File: src/rtl/seg7_scan.sv
// Multiplexed scan controller for a common-anode 7-segment display.
// Steps through DIGITS nibbles, one slot of DIV cycles each, with frame-aligned word loads.
module seg7_scan #(
    parameter int DIGITS = 4,
    parameter int DIV    = 50000,
    parameter int GUARD  = 16
) (
    input  logic                  clk,
    input  logic                  rst,
    input  logic [4*DIGITS-1:0]   value,
    input  logic                  load,
    output logic                  load_ack,
    input  logic                  blank_lz,
    output logic [3:0]            nibble,
    output logic                  blank,
    output logic [DIGITS-1:0]     an,
    output logic                  frame
);

    localparam int PW = (DIV > 1) ? $clog2(DIV) : 1;
    localparam int DW = (DIGITS > 1) ? $clog2(DIGITS) : 1;

    localparam logic [PW-1:0] PRESC_LAST = PW'(DIV - 1);
    localparam logic [DW-1:0] DIGIT_LAST = DW'(DIGITS - 1);
    localparam logic [PW-1:0] GUARD_END  = PW'(GUARD);

    logic [PW-1:0]         presc_q, presc_d;
    logic [DW-1:0]         digit_q, digit_d;
    logic [4*DIGITS-1:0]   disp_q, disp_d;
    logic [DIGITS-1:0]     an_q, an_d;
    logic                  blank_q, blank_d;
    logic [3:0]            nibble_q, nibble_d;

    logic [DIGITS-1:0]     zero_from;
    logic                  lz_blank;
    logic                  dark;

    assign frame    = (presc_q == PRESC_LAST) && (digit_q == DIGIT_LAST);
    // Reset wins over a coincident load, so no ack is reported in a reset cycle.
    assign load_ack = frame && load && !rst;

    // zero_from[i]: nibbles i..DIGITS-1 of the display word are all zero.
    // NOTE: every always_comb output gets a default first so no latch is inferred.
    always_comb begin
        zero_from = '0;
        for (int i = 0; i < DIGITS; i++) begin
            zero_from[i] = ((disp_q >> (4 * i)) == '0);
        end
    end

    always_comb begin
        presc_d = presc_q + 1'b1;
        digit_d = digit_q;
        if (presc_q == PRESC_LAST) begin
            presc_d = '0;
            digit_d = (digit_q == DIGIT_LAST) ? '0 : digit_q + 1'b1;
        end
        disp_d = load_ack ? value : disp_q;
    end

    // Digit 0 is never blanked so an all-zero word still shows a single "0".
    assign lz_blank = blank_lz && (digit_q != '0) && zero_from[digit_q];
    assign dark     = (presc_q < GUARD_END) || lz_blank;

    always_comb begin
        an_d     = dark ? '1 : ~(DIGITS'(1) << digit_q);
        blank_d  = dark;
        nibble_d = disp_q[4*digit_q +: 4];
    end

    // NOTE: sequential state uses non-blocking assignments only.
    always_ff @(posedge clk) begin
        if (rst) begin
            presc_q  <= '0;
            digit_q  <= '0;
            disp_q   <= '0;
            an_q     <= '1;
            blank_q  <= 1'b1;
            nibble_q <= '0;
        end else begin
            presc_q  <= presc_d;
            digit_q  <= digit_d;
            disp_q   <= disp_d;
            an_q     <= an_d;
            blank_q  <= blank_d;
            nibble_q <= nibble_d;
        end
    end

    assign an     = an_q;
    assign blank  = blank_q;
    assign nibble = nibble_q;

endmodule

File: config.mk
export PLATFORM = sky130hd
export DESIGN_NAME = seg7_scan
export DESIGN_NICKNAME = d
export VERILOG_FILES = /design/src/rtl/seg7_scan.sv
export SDC_FILE = /design/constraint.sdc
export NUM_CORES = 1
export LEC_CHECK = 0
export ABC_AREA = 1
export BUFFER_PORTS_ARGS = -buffer_cell sky130_fd_sc_hd__buf_2
export CORE_MARGIN = 2
export CORE_UTILIZATION = 43
export CTS_BUF_LIST = sky130_fd_sc_hd__clkbuf_16
export DETAILED_ROUTE_END_ITERATION = 16
export GPL_TIMING_DRIVEN = 0
export SLEW_MARGIN = 40
export SYNTH_ARGS = -nofsm -noshare
export SYNTH_HDL_FRONTEND = slang
export SYNTH_SLANG_ARGS = --single-unit
export TNS_END_PERCENT = 10
File: constraint.sdc
create_clock -name clk -period 1.8 [get_ports clk]
set_input_delay 0.27 -clock clk [delete_from_list [all_inputs] [get_ports clk]]
set_output_delay 0.27 -clock clk [all_outputs]
set_load 0.05 [all_outputs]
==> run_results.csv <==
group,metric,value,unit
logic_synthesis,synth_seq_area_share,39.91,%
route,drc,0,
place,numPortBuffers,29,
setup_path,path_class,"reg -> out",
logic_synthesis,yosys_warnings,0,
route,drtIter0Drc,176,
timing,rsz0062_at_grt,"yes",
logic_synthesis,ys_ff_latch,43,
setup_path,cp.required,1530,ps
finish,diodes,0,
place,dp_hpwl,3545,um
route,avgViaCountPerCell,4.794,
setup_path,cp-start-kind,"register",
grt,grt_pass1_wl,8300,um
floorplan,rows,25,
power,peakVddDrop,447.5,uV
clock_tree,cts_hold_buf,0,
route,wl_per_cell,11.34,um
min_path,hp-class,"in -> reg",
finish,fin_util,56.71,%
clock_tree,worstSkewPairLatency,290,ps
power,p_per_area,702.9,nW/um^2
floorplan,dieArea,5599,um^2
timing,setup_viol,0,
timing,slew_violations,0,
floorplan,num_io_pins,31,
setup_path,crit_arrival,1510,ps
clock_tree,ctsLongestPathBuffers,2,
run_status,status,"finished, final reports clean",
logic_synthesis,syn_area_per_cell,6.892,um^2
clock_tree,cts_root_buf,"clkbuf_16",
setup_path,crit_path_max_fanout,4,
power,p_leak,1.100,nW
route,first_pass_iters,4,
timing,slew_headroom,68.16,%
grt,grt_max_degree,13,
timing,hold_viol,0,
timing,fin_skew,8.032,ps
grt,grt_use_total,19.42,%
timing,worstMarginPinSlew,477.6,ps
clock_tree,numCtsBuffers,5,
timing,period_share,98.67,%
setup_path,end_kind,"output port",
timing,max_freq,0.5630,GHz
finish,layout.nets,384,
clock_tree,cts_tree,"yes",
power,finalPower,0.001908,W
route,vias,2047,
floorplan,die_x,74.83,um
logic_synthesis,syn_area,2157,um^2
route,ant_nets,0,
place,gp_congestion,0.8671,
floorplan,dieHeight,74.83,um
clock_tree,cts.sinks,43,
logic_synthesis,synth_fp_nets,338,
route,drt-total-wl,4841,um
grt,grt-ovfl-total,0,
finish,syn_to_final_growth,25.81,%
grt,grt_pass1_vias,1828,
job,max_cap_viol_count,0,
clock_tree,clk_pin_slew_worst_paths,60,ps
grt,antenna_found_initial,0,
logic_synthesis,syn_inst,313,
clock_tree,htreeDepth,2,
floorplan,initial_utilization,45.07,%
floorplan,core_area,4786,um^2
finish,drive_gt1_share,25.00,%
logic_synthesis,synth_cell_type_count,28,
timing,layout_min_cycle_time,1776,ps
## registers in the layout, indices dropped and copies added (netlist names)
signal   flops
digit_q      2
disp_q      16
blank        1
presc_q     16
nibble       4
an           4
## cell usage after synthesis (all sizes together)
cell type	n	area share, %
xor2	3	1.2
inv	44	7.7
o211ai	2	0.70
nor4	1	0.29
clkinv	2	0.35
clkbuf	5	0.87
o21ai	10	2.3
or2	1	0.29
dfxtp	43	40
a22oi	1	0.35
nand2	55	9.9
nand4	25	7.3
a21oi	20	4.6
nor2	70	14
nand3	14	3.8
buf	5	1.8
ha	5	2.9
nor3	7	1.9
## worst max-delay path, stage by stage, from the launching register on
cell	delay, ps
dfxtp_1	340
inv_1	90
nand2_2	80
nor2_4	130
nand4_1	180
nor4_4	200
buf_6	200
## placed cells by master (no fill, tap or decap), types with 4 or more instances in the layout
| cell type | n |
|---|---|
| nand2_1 | 50 |
| nand4_1 | 25 |
| nor2_2 | 4 |
| dfxtp_2 | 8 |
| buf_4 | 12 |
| nor3_1 | 6 |
| dfxtp_1 | 31 |
| nor2_1 | 61 |
| clkbuf_1 | 4 |
| dfxtp_4 | 4 |
| nand3_1 | 13 |
| inv_2 | 8 |
| inv_1 | 36 |
| clkbuf_16 | 5 |
| clkinv_1 | 4 |
| nand2_2 | 4 |
| buf_2 | 28 |
| nor2_4 | 4 |
| a21oi_1 | 20 |
| o21ai_0 | 10 |
## path summary, 6_finish.rpt
kind                                        startpoint                       to  slack, ps  cells after the start
worst max-delay path            presc_q[12]$_SDFF_PP0_                 load_ack         20                      6
worst max register to register   presc_q[0]$_SDFF_PP0_    presc_q[4]$_SDFF_PP0_        120                      9
worst min register to register  presc_q[13]$_SDFF_PP0_   presc_q[13]$_SDFF_PP0_        470                      2
worst min-delay path                         value[10]  disp_q[10]$_SDFFE_PP0P_        300                      5
## metal layers
layer | up-vias | track usage, % | part of all wire (%)
li1 | 1093 | - | -
met1 | 883 | 27.13 | 49
met2 | 63 | 29.04 | 43
met3 | 8 | 4.150 | 6.3
met4 | 0 | 8.135 | 1.8
met5 | - | 0 | 0
## cells by family (layout without fill, tap and decap cells)
family,after synthesis,count (layout),share of synthesized area (%)
flops,43,43,39.91
simple gates,173,173,37.30
buf+inv,56,103,10.67
compound gates,33,33,8.005
xor+xnor,3,3,1.218
fa+ha+maj,5,5,2.900
## final cells by class
type	count	area, um^2
plain buffers	10	67.56
clock buffers	5	125.1
clock inverters	3	11.26
fillers	492	2072
inverters	46	175.2
multi-input cells	214	1136
flip-flops and latches	43	885.9
well taps	67	83.83
repair buffers	39	229.0
## where the power goes
group          switching (W)   total, W  internal, W  leakage [nW]
clock network       0.000362   0.000862     0.000499        0.0701
registers         0.00000562   0.000958     0.000952         0.354
logic              0.0000495  0.0000880    0.0000385         0.676
total               0.000418    0.00191      0.00149          1.10
## stage by stage
stage	instances	setup slack [ps]	TNS, ps	instance area, um^2	hold WS (ps)
floorplan	313	-202.8	-402.8	2172	417.5
global placement	409	-337.8	-1658	2401	432.0
detailed placement	409	-392.2	-1884	2401	438.3
CTS	422	-126.8	-126.8	2659	303.9
global route	427	-54.99	-60.77	2714	307.6
finish	427	23.95	0	2714	302.6
## repair_timing
item | 4_1_cts | 5_1_grt
buffers inserted | 5 | 5
setup endpoints to repair | 12 | 2
gates resized for setup | 33 | 7
pin swaps | 6 | 5
hold endpoints to repair | 0 | 0
Note: power is estimated with default switching activity, not from simulation.
